===== src/rtl/vc_fifo_if.sv =====
// Write/read port bundle for vc_fifo: one push port, one pop port and the
// per-channel status/head-data outputs.
interface vc_fifo_if #(
    parameter int DATA_WIDTH = 32,
    parameter int FIFO_DEPTH = 8,
    parameter int NUM_VC     = 2
);
    localparam int VC_W  = (NUM_VC > 1) ? $clog2(NUM_VC) : 1;
    localparam int CNT_W = $clog2(FIFO_DEPTH + 1);

    logic                         wr_en;
    logic [VC_W-1:0]              wr_vc;
    logic [DATA_WIDTH-1:0]        din;
    logic                         rd_en;
    logic [VC_W-1:0]              rd_vc;
    logic [NUM_VC*DATA_WIDTH-1:0] dout;
    logic [NUM_VC-1:0]            empty;
    logic [NUM_VC-1:0]            full;
    logic [NUM_VC-1:0]            almost_full;
    logic [NUM_VC*CNT_W-1:0]      count;
    logic                         wr_drop;

    modport master (
        output wr_en, wr_vc, din, rd_en, rd_vc,
        input  dout, empty, full, almost_full, count, wr_drop
    );

    modport slave (
        input  wr_en, wr_vc, din, rd_en, rd_vc,
        output dout, empty, full, almost_full, count, wr_drop
    );
endinterface


===== src/rtl/vc_fifo.sv =====
// Multi-VC input buffer: NUM_VC FIFOs sharing one storage array, FWFT heads.
// Define VC_FIFO_ALMOST_FULL_EN to drive almost_full from AF_THRESHOLD.

module vc_fifo_ch #(
    parameter int ADDR_W = 3,
    parameter int CNT_W  = 4
) (
    input  logic              clk,
    input  logic              rst,
    input  logic              push,
    input  logic              pop,
    output logic [ADDR_W-1:0] head,
    output logic [ADDR_W-1:0] tail,
    output logic [CNT_W-1:0]  count
);
    // push/pop arrive already qualified against full/empty, so count cannot wrap
    always_ff @(posedge clk) begin
        if (rst) begin
            head  <= '0;
            tail  <= '0;
            count <= '0;
        end else begin
            if (push) head <= head + ADDR_W'(1);
            if (pop)  tail <= tail + ADDR_W'(1);
            count <= count + CNT_W'(push) - CNT_W'(pop);
        end
    end
endmodule

module vc_fifo #(
    parameter int DATA_WIDTH   = 32,
    parameter int FIFO_DEPTH   = 8,
    parameter int NUM_VC       = 2,
    parameter int AF_THRESHOLD = FIFO_DEPTH - 2
) (
    input  logic       clk,
    input  logic       rst,
    vc_fifo_if.slave   bus
);
    localparam int VC_W   = (NUM_VC > 1) ? $clog2(NUM_VC) : 1;
    localparam int ADDR_W = $clog2(FIFO_DEPTH);
    localparam int CNT_W  = $clog2(FIFO_DEPTH + 1);
    localparam int MEM_W  = NUM_VC * FIFO_DEPTH;
    localparam int MEM_AW = (MEM_W > 1) ? $clog2(MEM_W) : 1;

    logic [NUM_VC-1:0]                 push_ok, pop_ok, empty_v, full_v, af_v;
    logic [NUM_VC-1:0][ADDR_W-1:0]     head, tail;
    logic [NUM_VC-1:0][CNT_W-1:0]      cnt;
    logic [NUM_VC-1:0][DATA_WIDTH-1:0] head_data;
    logic [DATA_WIDTH-1:0]             mem [MEM_W];
    logic [MEM_AW-1:0]                 wr_addr;
    logic                              drop_q;

    for (genvar v = 0; v < NUM_VC; v++) begin : g_ch
        assign empty_v[v] = (cnt[v] == '0);
        assign full_v[v]  = (cnt[v] == CNT_W'(FIFO_DEPTH));
        // An out-of-range VC matches no channel, so it is never accepted
        assign push_ok[v] = bus.wr_en && (bus.wr_vc == VC_W'(v)) && !full_v[v];
        assign pop_ok[v]  = bus.rd_en && (bus.rd_vc == VC_W'(v)) && !empty_v[v];

        vc_fifo_ch #(
            .ADDR_W (ADDR_W),
            .CNT_W  (CNT_W)
        ) u_ch (
            .clk   (clk),
            .rst   (rst),
            .push  (push_ok[v]),
            .pop   (pop_ok[v]),
            .head  (head[v]),
            .tail  (tail[v]),
            .count (cnt[v])
        );

        assign head_data[v] = empty_v[v] ? '0
                            : mem[MEM_AW'(v * FIFO_DEPTH) + MEM_AW'(tail[v])];

`ifdef VC_FIFO_ALMOST_FULL_EN
        assign af_v[v] = (int'(cnt[v]) >= AF_THRESHOLD);
`else
        assign af_v[v] = 1'b0;
`endif
    end

`ifndef VC_FIFO_ALMOST_FULL_EN
    localparam int af_threshold_unused = AF_THRESHOLD;
`endif

    always_comb begin
        wr_addr = '0;
        for (int v = 0; v < NUM_VC; v++)
            if (push_ok[v]) wr_addr = MEM_AW'(v * FIFO_DEPTH) + MEM_AW'(head[v]);
    end

    always_ff @(posedge clk) begin
        if (!rst && |push_ok) mem[wr_addr] <= bus.din;
    end

    always_ff @(posedge clk) begin
        if (rst) drop_q <= 1'b0;
        else     drop_q <= bus.wr_en && !(|push_ok);
    end

    assign bus.dout        = head_data;
    assign bus.count       = cnt;
    assign bus.empty       = empty_v;
    assign bus.full        = full_v;
    assign bus.almost_full = af_v;
    assign bus.wr_drop     = drop_q;
endmodule


===== src/flat_wrapper.sv =====
// flat-port wrapper written by rule: the top's interface ports become plain ports
module vc_fifo_flat 
#(
    parameter int DATA_WIDTH   = 32,
    parameter int FIFO_DEPTH   = 8,
    parameter int NUM_VC       = 2,
    parameter int AF_THRESHOLD = FIFO_DEPTH - 2
)
  (clk, rst, bus_wr_en, bus_wr_vc, bus_din, bus_rd_en, bus_rd_vc, bus_dout, bus_empty, bus_full, bus_almost_full, bus_count, bus_wr_drop);
  vc_fifo_if #(.DATA_WIDTH(DATA_WIDTH), .FIFO_DEPTH(FIFO_DEPTH), .NUM_VC(NUM_VC)) bus_i ();
  input  logic clk;
  input  logic rst;
  input wire logic [$bits(bus_i.wr_en)-1:0] bus_wr_en;
  input wire logic [$bits(bus_i.wr_vc)-1:0] bus_wr_vc;
  input wire logic [$bits(bus_i.din)-1:0] bus_din;
  input wire logic [$bits(bus_i.rd_en)-1:0] bus_rd_en;
  input wire logic [$bits(bus_i.rd_vc)-1:0] bus_rd_vc;
  output wire logic [$bits(bus_i.dout)-1:0] bus_dout;
  output wire logic [$bits(bus_i.empty)-1:0] bus_empty;
  output wire logic [$bits(bus_i.full)-1:0] bus_full;
  output wire logic [$bits(bus_i.almost_full)-1:0] bus_almost_full;
  output wire logic [$bits(bus_i.count)-1:0] bus_count;
  output wire logic [$bits(bus_i.wr_drop)-1:0] bus_wr_drop;
  assign bus_i.wr_en = bus_wr_en;
  assign bus_i.wr_vc = bus_wr_vc;
  assign bus_i.din = bus_din;
  assign bus_i.rd_en = bus_rd_en;
  assign bus_i.rd_vc = bus_rd_vc;
  assign bus_dout = bus_i.dout;
  assign bus_empty = bus_i.empty;
  assign bus_full = bus_i.full;
  assign bus_almost_full = bus_i.almost_full;
  assign bus_count = bus_i.count;
  assign bus_wr_drop = bus_i.wr_drop;
  vc_fifo #(.DATA_WIDTH(DATA_WIDTH), .FIFO_DEPTH(FIFO_DEPTH), .NUM_VC(NUM_VC), .AF_THRESHOLD(AF_THRESHOLD)) u_core (.clk(clk), .rst(rst), .bus(bus_i));
endmodule

===== config.mk =====
export PLATFORM = sky130hd
export DESIGN_NAME = vc_fifo_flat
export DESIGN_NICKNAME = d
export VERILOG_FILES = /design/src/rtl/vc_fifo_if.sv /design/src/rtl/vc_fifo.sv /design/src/flat_wrapper.sv
export SDC_FILE = /design/constraint.sdc
export NUM_CORES = 1
export LEC_CHECK = 0
export CELL_PAD_IN_SITES_DETAIL_PLACEMENT = 2
export CELL_PAD_IN_SITES_GLOBAL_PLACEMENT = 2
export CORE_ASPECT_RATIO = 1.5
export CORE_MARGIN = 2
export CORE_UTILIZATION = 53
export CTS_BUF_LIST = sky130_fd_sc_hd__clkbuf_4 sky130_fd_sc_hd__clkbuf_8 sky130_fd_sc_hd__clkbuf_16
export CTS_CLUSTER_SIZE = 14
export DETAILED_ROUTE_END_ITERATION = 10
export DONT_BUFFER_PORTS = 1
export PLACE_DENSITY_LB_ADDON = 0.1
export SETUP_SLACK_MARGIN = 0.15
export SLEW_MARGIN = 20
export SYNTH_ARGS = -nofsm -noshare
export SYNTH_HDL_FRONTEND = slang
export SYNTH_SLANG_ARGS = --single-unit

===== constraint.sdc =====
create_clock -name clk -period 10 [get_ports clk]
set_input_delay 2.5 -clock clk [delete_from_list [all_inputs] [get_ports clk]]
set_output_delay 2.5 -clock clk [all_outputs]
set_load 0.1 [all_outputs]

==> impl_metrics.tcl, run 1 <==
set metrics [dict create \
    synth_flop_cell "edfxtp_1" \
    ys_seq_elements 536 \
    start_util_pct 53.5 \
    ios 117 \
    yosys.area_share.adder_pct 1.09 \
    synthMuxAreaShare_pct 15.6 \
    place.gp.congestion 0.705 \
    status "stopped before the end" \
    syn_area_per_cell_sq_um 20.6 \
    lastStage "detailed placement (3_5_place_dp)" \
    synth_top_family_by_area "multiplexers" \
    synth_xor_area_share_pct 0.0836 \
    yosys.area_share.simple_pct 3.90 \
    yosysWarnings 0 \
    dieWidth_um 166 \
    synth_area_leaders "edfxtp_1 73%, mux4_2 14%, dfxtp_1 2.3%, mux2i_1 1.5%, nand2_1 1.2%" \
    synth-edff-count 512 \
    dp.final_hpwl_mm 33.9 \
    seq_area_frac_synth_pct 75.6 \
    synth_top_cell_by_area "edfxtp_1" \
    port_buffers 0 \
    syn-instance-count 1020 \
    synthesis.area_sq_um 21000 \
    yosysTopAreaCellShare_pct 73.3 \
    rows 89 \
    first-error "[ERROR DPL-0033] detailed placement checks failed during check placement." \
    synth.distinct_cells 46 \
    synth-compound-area-share_pct 1.56 \
    synthArstFlopShare_pct 0 \
    die_y_um 248 \
]
## per-stage QoR
step	cells	setup slack (ps)
floorplan	1021	3330
global placement	1516	3970
## kinds of logic after synthesis
group,count (synthesis)
buf+inv,69
mux,166
simple gates,167
flops,536
compound gates,62
xor+xnor,2
other cells,1
fa+ha+maj,17
## cells in the mapped netlist, types with 2 or more instances
| master | instances |
|---|---|
| a21o_1 | 2 |
| a21oi_1 | 49 |
| and2_1 | 2 |
| buf_1 | 3 |
| buf_12 | 3 |
| buf_2 | 25 |
| buf_4 | 5 |
| buf_6 | 9 |
| clkbuf_1 | 8 |
| dfxtp_1 | 24 |
| edfxtp_1 | 512 |
| fa_1 | 2 |
| ha_1 | 15 |
| inv_1 | 11 |
| inv_2 | 2 |
| mux2_2 | 6 |
| mux2i_1 | 32 |
| mux4_2 | 128 |
| nand2_1 | 68 |
| nand2b_1 | 2 |
| nand3_1 | 8 |
| nand4_1 | 2 |
| nand4b_1 | 5 |
| nor2_1 | 45 |
| nor2b_1 | 10 |
| nor3_1 | 3 |
| nor4_1 | 5 |
| nor4_2 | 3 |
| o21ai_0 | 8 |
| or3_1 | 5 |
| or3b_1 | 2 |
| or3b_2 | 2 |
==> run 2: changes to the inputs <==
==> config.mk (replaced) <==
export PLATFORM = sky130hd
export DESIGN_NAME = vc_fifo_flat
export DESIGN_NICKNAME = d
export VERILOG_FILES = /design/src/rtl/vc_fifo_if.sv /design/src/rtl/vc_fifo.sv /design/src/flat_wrapper.sv
export SDC_FILE = /design/constraint.sdc
export NUM_CORES = 1
export LEC_CHECK = 0
export CORE_MARGIN = 2
export CORE_UTILIZATION = 40
export DETAILED_ROUTE_END_ITERATION = 10
export DONT_BUFFER_PORTS = 1
export PLACE_DENSITY_LB_ADDON = 0.15
export SLEW_MARGIN = 20
export SYNTH_ARGS = -nofsm -noshare
export SYNTH_HDL_FRONTEND = slang
export SYNTH_SLANG_ARGS = --single-unit
==> run 2 against run 1 <==
Synthesized area unchanged. Synthesized cell count unchanged. The flow now finishes without violations.
==> impl_metrics.tcl, run 2 <==
set metrics [dict create \
    ios 117 \
    coreArea_sq_um 51600 \
    cts_sinks 536 \
    dieArea_sq_um 54300 \
    track_usage_pct 17.3 \
    synthArstFlopShare_pct 0 \
    largest_registers "u_core.mem (512), u_core.g_ch.u_ch.count (8)" \
    syn-instance-count 1020 \
    p_comb_share_pct 27.7 \
    pwr-share-seq_pct 41.2 \
    critPathKind "flip-flop to output port" \
    p_int_uw 3990 \
    drt_wl_total_mm 46.0 \
    ant_nets 0 \
    grt_max_degree 41 \
    yosysTopAreaCellShare_pct 73.3 \
    cp_max_fo 22 \
    path_cells "inv_1, ha_1, or3b_2, clkinv_2, buf_4, nor2_2" \
    synth.distinct_cells 46 \
    p_sw_share_pct 37.6 \
    timing.fmax_mhz 149 \
    setup_slack_ps 3300 \
    worstSkewPairLatency_ps 610 \
    cp_slowest_cell "dfxtp_1" \
    ir_worst_vdd_mv 0.182 \
    rsz0062_at_grt "false" \
    maxSlewHeadroom_pct 24.4 \
    start_util_pct 40.6 \
    cts_setup_buffers 0 \
    status "completed" \
    area_growth_pct 14.3 \
    skew_ps 13.9 \
    final_common_cell "edfxtp_1" \
    seq_area_frac_synth_pct 75.6 \
    yosysWarnings 0 \
    rows 83 \
    pre_cts_slack_ps 3830 \
    wire_per_inst_um 25.4 \
    hp-class "flip-flop to flip-flop" \
    hold_buffers 0 \
    place.gp.congestion 0.716 \
    syn_area_per_cell_sq_um 20.6 \
    synth.most_common_cell "edfxtp_1" \
    overflow 0 \
    vias 9815 \
    grt_pass1_wl_mm 68.0 \
    synth_area_leaders "edfxtp_1 73%, mux4_2 14%, dfxtp_1 2.3%, mux2i_1 1.5%, nand2_1 1.2%" \
    switchingPower_uw 2400 \
    synthesis.area_sq_um 21000 \
    finalNetCount 1137 \
    crit_required_ps 7500 \
    synth_top_cell_by_area "edfxtp_1" \
    dieWidth_um 233 \
    dr.pass1.iters 5 \
    fin_crit_ps 6700 \
    post-route-period-util_pct 67.0 \
    clk_pin_slew_ps 60 \
    drive_above_1_share_pct 32.1 \
    drv_cap 0 \
    leakagePower_uw 0.00732 \
    clockBufferDepth 3 \
    setup_viol 0 \
    worst-slew-pin-transition_ps 1130 \
    synth-edff-count 512 \
    setup_tns_ps 0 \
    crit_arrival_ps 4200 \
    cts_tree "built" \
    die_y_um 233 \
    first_iter_violations 662 \
    max_stage_delay_ps 950 \
    grt_pass1_vias 10400 \
    drcViolationCount 0 \
    synthTopCellsByCount "512 x edfxtp_1, 128 x mux4_2, 68 x nand2_1, 49 x a21oi_1, 45 x nor2_1" \
    port_buffers 0 \
    ys_seq_elements 536 \
    power_density_nw_per_um2 267 \
    viasPerCell 5.43 \
    worst_setup_path_end_kind "output port" \
    clockPowerShare_pct 31.1 \
    top_register "u_core.mem" \
    slew_violations 0 \
    final_cell_mix "512 x edfxtp_1, 128 x mux4_2, 68 x nand2_1" \
    clk_root_buffer_cell "clkbuf_16" \
    hold_violations 0 \
    cts_buffers 56 \
    synth_flop_cell "edfxtp_1" \
    htreeDepth 2 \
    cts-resized-gates 0 \
    antenna_found_initial 1 \
    dp.final_hpwl_mm 24.6 \
    largest_reg_flops 512 \
    setup.worst_path.start_class "flip-flop" \
]
-- run 2: logic make-up (layout without fill, tap and decap cells) --
kind of cell | after synthesis | in the layout | share of synthesized area [%]
adders and majority gates | 17 | 17 | 1.09
DFF | 536 | 536 | 75.6
xor gates and xnor gates | 2 | 2 | 0.0836
AOI/OAI and AO/OA | 62 | 62 | 1.56
other | 1 | 3 | 0.0179
muxes | 166 | 166 | 15.6
and+or+nand+nor | 167 | 167 | 3.90
buffers and inverters | 69 | 176 | 2.13
-- run 2: worst paths after layout --
path	start	end	slack [ps]	cells after the start
min reg2reg	u_core.g_ch[0].u_ch.tail[0]	u_core.g_ch[0].u_ch.tail[0]	540	2
min	u_core.g_ch[0].u_ch.tail[0]	u_core.g_ch[0].u_ch.tail[0]	540	2
max reg2reg	u_core.g_ch[0].u_ch.count[2]	u_core.g_ch[0].u_ch.count[3]	5790	10
max	u_core.g_ch[0].u_ch.count[2]	bus_dout[17]	3300	6
-- run 2: final cells by class --
cell class | instances | area [sq um]
antenna | 1 | 2.50
clock buffer | 72 | 1470
clock inverter | 32 | 272
fill | 4325 | 27700
inverter | 15 | 68.8
multi-input combinational | 416 | 5000
sequential | 536 | 15900
tap | 680 | 851
timing repair buffer | 57 | 428
-- run 2: critical path, delay by kind of cell, from the launching register on --
family | cells | cell delay (ps)
adders and majority gates | 1 | 260
DFF | 1 | 950
buffers and inverters | 3 | 1190
and+or+nand+nor | 2 | 1140
-- run 2: layer usage --
metal  vias to the layer above  track usage [%]  wire length, um
met5                         -                0                0
met3                        71             3.08             1860
met2                       178             28.3            22500
met4                         0             4.28              965
li1                       4261                -                -
met1                      5305             24.1            20700
-- run 2: power groups by stage --
stage               Clock, uW  Combinational [uW]  Sequential (uW)
floorplan                   0                1500             2640
global placement            0                1790             2690
detailed placement          0                1800             2690
CTS                      2040                1800             2640
global route             2120                1850             2640
finish                   1990                1770             2640
-- run 2: through the flow --
stage,hold slack [ps],cells,total power (uW),cell area (sq um),util [%]
after floorplan,493,1021,4140,21000,-
after global placement,501,1704,4480,22200,43.0
after detailed placement,518,1704,4490,22200,43.0
after CTS,528,1808,6480,24000,46.4
after global routing,551,1808,6610,24000,46.4
final,536,1809,6400,24000,46.4
(Power assumes the default switching activity.)
==> run 3: changes to the inputs <==
==> constraint.sdc (replaced) <==
create_clock -name clk -period 6.3 [get_ports clk]
set_input_delay 1.575 -clock clk [delete_from_list [all_inputs] [get_ports clk]]
set_output_delay 1.575 -clock clk [all_outputs]
set_load 0.1 [all_outputs]
==> run 3 against run 2 <==
Largest cell class unchanged. Sequential power is 53% higher. Sequential share of layout area is 1.3 points lower. Combinational power is 76% higher.
==> impl_metrics.tcl, run 3 (same netlist as run 2, synthesis figures left out) <==
set metrics [dict create \
    ios 117 \
    maxSlewHeadroom_pct 31.2 \
    worstSkewPairLatency_ps 600 \
    crit_required_ps 4720 \
    ir_worst_vdd_mv 0.209 \
    port_buffers 0 \
    die_y_um 233 \
    ant_nets 0 \
    clockBufferDepth 3 \
    grt_pass1_wl_mm 67.8 \
    drcViolationCount 0 \
    fin_crit_ps 4900 \
    hold_ws_ps 520 \
    skew_ps 13.1 \
    hp-class "flip-flop to flip-flop" \
    clk_root_buffer_cell "clkbuf_16" \
    largest_reg_flops 512 \
    drv_cap 0 \
    rsz0062_at_grt "false" \
    overflow 0 \
    status "completed" \
    leakagePower_uw 0.00759 \
    area_growth_pct 16.6 \
    vias 9828 \
    grt_pass1_vias 10400 \
    top_register "u_core.mem" \
    crit_arrival_ps 3330 \
    first_iter_violations 718 \
    dp.final_hpwl_mm 26.1 \
    n_fill_cell 4268 \
    r2r_start "u_core.g_ch[0].u_ch.count[2]" \
    cts_buffers 55 \
    drt_wl_total_mm 45.1 \
    final_cell_mix "512 x edfxtp_1, 128 x mux4_2, 99 x buf_4" \
    dieArea_sq_um 54300 \
    post-place-cells 1750 \
    diodes 0 \
    worst_setup_path_end_kind "output port" \
    fin_total_pwr_uw 10400 \
    dr.pass1.iters 6 \
    track_usage_pct 17.1 \
    slew_violations 0 \
    start_util_pct 40.6 \
    clk_pin_slew_ps 60 \
    r2r_setup_slack_ps 2480 \
    place.gp.congestion 0.703 \
    coreArea_sq_um 51600 \
    cp_max_fo 21 \
    drive_above_1_share_pct 35.4 \
    largest_registers "u_core.mem (512), u_core.g_ch.u_ch.count (8)" \
    final_common_cell "edfxtp_1" \
    setup_viol 0 \
    hold_buffers 0 \
    post-route-period-util_pct 77.8 \
    cts_tree "built" \
    timing.fmax_mhz 204 \
    grt_max_degree 44 \
    fin_cells 1849 \
    timing.critical_path.from "u_core.g_ch[0].u_ch.count[2]" \
    setup.worst_path.start_class "flip-flop" \
    power_density_nw_per_um2 426 \
    wire_per_inst_um 24.4 \
    worst-slew-pin-transition_ps 1020 \
    cts_setup_buffers 0 \
    r2r_cells 11 \
    finalNetCount 1183 \
    reg2reg_to "u_core.g_ch[0].u_ch.count[3]" \
    hold_violations 0 \
    setup_tns_ps 0 \
    dieWidth_um 233 \
    crit_path_end "bus_dout[27]" \
    antenna_found_initial 0 \
    rows 83 \
    viasPerCell 5.32 \
    htreeDepth 2 \
    cts_sinks 536 \
    cts-resized-gates 0 \
    critPathKind "flip-flop to output port" \
    finish.utilization_pct 47.4 \
]
==> run 3: changes by cell type in the layout (fill, tap and decap cells not counted), moves of 3 or more <==
cell        change
buf_4          +42
clkinv_1        -8
clkinvlp_4      +6
buf_16          +3
bufinv_16       +3
clkbuf_1        -3
==> run 3: report_power, final <==
group	switching (uW)	leakage, uW	internal, uW
registers	88.4	0.00481	3960
logic	2410	0.00192	706
clock network	1320	0.000863	1930
total	3820	0.00759	6600
==> run 3: layer usage <==
| layer | GRT usage, % | routed length (um) | up-vias |
|---|---|---|---|
| met2 | 27.9 | 22100 | 177 |
| met5 | 0 | 0 | - |
| met1 | 23.5 | 20100 | 5226 |
| li1 | - | - | 4351 |
| met4 | 4.34 | 933 | 0 |
| met3 | 3.74 | 2060 | 74 |
==> run 3: cell type report <==
class	count	area, sq um	share of cell area [%]
flip-flops and latches	536	15900	64.9
multi-input cells	416	5000	20.4
clock buffers	69	1470	6.02
repair buffers	104	861	3.52
well taps	680	851	3.48
clock inverters	29	330	1.35
inverters	15	68.8	0.281
==> run 3: how the worst min path moves through the flow <==
stage	from	to	slack, ps	cells past startpoint
3_5_place_dp	u_core.g_ch[0].u_ch.tail[1]	flip-flop	510	2
2_1_floorplan	u_core.g_ch[0].u_ch.tail[1]	flip-flop	490	2
4_1_cts	u_core.g_ch[0].u_ch.tail[1]	flip-flop	520	2
3_3_place_gp	u_core.g_ch[0].u_ch.tail[1]	flip-flop	500	2
5_1_grt	u_core.g_ch[0].u_ch.tail[1]	flip-flop	560	2
6_report	u_core.g_ch[0].u_ch.tail[1]	flip-flop	520	2
==> run 3: worst max-delay path, cell delays in order (launching register included) <==
cell,delay [ps]
dfxtp_1,290
buf_4,220
inv_1,130
ha_1,150
or3b_2,500
clkinv_2,430
buf_4,630
nor2_2,80
buf_4,250
==> run 3: stage by stage <==
stage	worst slack, ps	cell area [sq um]
floorplan	512	21000
global placement	2000	22600
detailed placement	1950	22600
CTS	1300	24400
global route	1250	24500
finish	1400	24500
==> run 4: changes to the inputs <==
==> constraint.sdc (replaced) <==
create_clock -name clk -period 4.6 [get_ports clk]
set_input_delay 1.15 -clock clk [delete_from_list [all_inputs] [get_ports clk]]
set_output_delay 1.15 -clock clk [all_outputs]
set_load 0.1 [all_outputs]
==> run 4 against run 3 <==
Critical path depth is the same. Power grew 45%. Largest cell class unchanged. Sequential power rose by 36%. Utilization grew 1.5 points. Non-clock buffer count is 2 higher. Via count up 0.48%. Die area unchanged. Clock skew up 1.8 ps. Critical path type unchanged. Global-route usage increased by 0.47 points.
==> impl_metrics.tcl, run 4 (same netlist as run 2, synthesis figures left out) <==
set metrics [dict create \
    p_int_uw 9690 \
    n_fill_cell 4207 \
    maxSlewHeadroom_pct 37.8 \
    hold_buffers 0 \
    dieWidth_um 233 \
    final_cell_mix "512 x edfxtp_1, 128 x mux4_2, 68 x nand2_1" \
    diodes 0 \
    grt_pass1_vias 10500 \
    largest_reg_flops 512 \
    drt_wl_total_mm 46.4 \
    reg2reg_to "u_core.g_ch[0].u_ch.count[3]" \
    ir_worst_vdd_mv 0.453 \
    clk_root_buffer_cell "clkbuf_16" \
    cts_sinks 536 \
    wire_per_inst_um 25.0 \
    hold_ws_ps 525 \
    status "completed" \
    final_common_cell "edfxtp_1" \
    die_y_um 233 \
    clockBufferDepth 3 \
    clockPowerShare_pct 29.9 \
    cp_slowest_cell "clkinv_2" \
    port_buffers 0 \
    power_density_nw_per_um2 598 \
    path_common_cell "buf_4" \
    cts-resized-gates 0 \
    p_comb_share_pct 33.6 \
    switchingPower_uw 5390 \
    drive_above_1_share_pct 35.6 \
    dr.pass1.iters 5 \
    crit_required_ps 3450 \
    slew_violations 0 \
    track_usage_pct 17.6 \
    setup.worst_path.start_class "flip-flop" \
    crit_path_end "bus_dout[12]" \
    rows 83 \
    viasPerCell 5.32 \
    htreeDepth 2 \
    pwr-share-seq_pct 36.5 \
    start_util_pct 40.6 \
    antenna_found_initial 0 \
    dp.final_hpwl_mm 26.6 \
    grt_max_degree 40 \
    skew_ps 14.9 \
    cp_max_fo 21 \
    place.gp.congestion 0.723 \
    pre_cts_slack_ps 1060 \
    hold_depth 2 \
    regArea_sq_um 15900 \
    drv_cap 0 \
    grt_pass1_wl_mm 69.3 \
    critPathKind "flip-flop to output port" \
    path_cells "buf_4, inv_1, ha_1, or3b_2, clkinv_2, buf_12, nor2_2, buf_4" \
    multi_input_area_sq_um 5020 \
    overflow 0 \
    top_register "u_core.mem" \
    crit_arrival_ps 2970 \
    worstSkewPairLatency_ps 610 \
    r2r_cells 11 \
    setup_viol 0 \
    hold_violations 0 \
    fin_crit_ps 4120 \
    largest_registers "u_core.mem (512), u_core.g_ch.u_ch.count (8)" \
    ios 117 \
    post-route-period-util_pct 89.6 \
    ant_nets 0 \
    rsz0062_at_grt "false" \
    worst_setup_path_end_kind "output port" \
    drcViolationCount 0 \
    leakagePower_uw 0.00784 \
    p_sw_share_pct 35.8 \
    timing.critical_path.from "u_core.g_ch[0].u_ch.count[2]" \
    worst-slew-pin-transition_ps 931 \
    r2r_setup_slack_ps 1220 \
    first_iter_violations 795 \
    max_stage_delay_ps 380 \
    coreArea_sq_um 51600 \
    cts_setup_buffers 0 \
    finalNetCount 1185 \
    area_growth_pct 20.2 \
    cts_tree "built" \
    setup_slack_ps 479 \
    cts_buffers 55 \
    vias 9875 \
    clk_pin_slew_ps 60 \
    timing.fmax_mhz 243 \
    r2r_start "u_core.g_ch[0].u_ch.count[2]" \
    hp-class "flip-flop to flip-flop" \
    dieArea_sq_um 54300 \
]
run 4: through the flow:
| step | utilization (%) | total power (uW) | std cells | area (sq um) | setup TNS, ps |
|---|---|---|---|---|---|
| final | 48.8 | 15100 | 1856 | 25200 | 0 |
| after global routing | 48.8 | 15600 | 1856 | 25200 | 0 |
| after CTS | 48.8 | 15300 | 1856 | 25200 | 0 |
| after detailed placement | 45.3 | 10700 | 1753 | 23400 | 0 |
| after global placement | 45.3 | 10700 | 1753 | 23400 | 0 |
| after floorplan | - | 9020 | 1021 | 21000 | -100910 |
run 4: worst max-delay path, delay by kind of cell (launching register included):
family | cells | cell delay, ps
simple gates | 2 | 370
buf+inv | 5 | 1420
fa+ha+maj | 1 | 220
flops | 1 | 300
run 4: layout make-up:
cell class | count | area share, %
clock buffers | 68 | 5.82
clock inverters | 35 | 1.46
inverters | 15 | 0.273
multi-input cells | 416 | 19.9
flip-flops and latches | 536 | 63.0
well taps | 680 | 3.37
repair buffers | 106 | 6.18
run 4: power groups by stage:
stage               Combinational [uW]  Clock [uW]  Sequential, uW
global placement                  5110           0            5620
floorplan                         3280           0            5750
global route                      5260        4790            5520
detailed placement                5120           0            5620
CTS                               5130        4610            5510
finish                            5060        4510            5510
run 4: worst min path at each step:
| stage | start | end | slack (ps) |
|---|---|---|---|
| 2_1_floorplan | u_core.g_ch[0].u_ch.tail[1] | flip-flop | 490 |
| 3_3_place_gp | u_core.g_ch[0].u_ch.tail[1] | flip-flop | 500 |
| 3_5_place_dp | u_core.g_ch[0].u_ch.tail[1] | flip-flop | 510 |
| 4_1_cts | u_core.g_ch[0].u_ch.tail[1] | flip-flop | 520 |
| 5_1_grt | u_core.g_ch[0].u_ch.tail[1] | flip-flop | 550 |
| 6_report | u_core.g_ch[0].u_ch.tail[1] | flip-flop | 530 |
run 4: layer usage:
layer | GRT usage (%) | routed length (um) | vias up
li1 | - | - | 4351
met1 | 24.4 | 20700 | 5270
met2 | 28.9 | 22900 | 195
met3 | 2.94 | 2040 | 59
met4 | 4.62 | 835 | 0
met5 | 0 | 0 | -
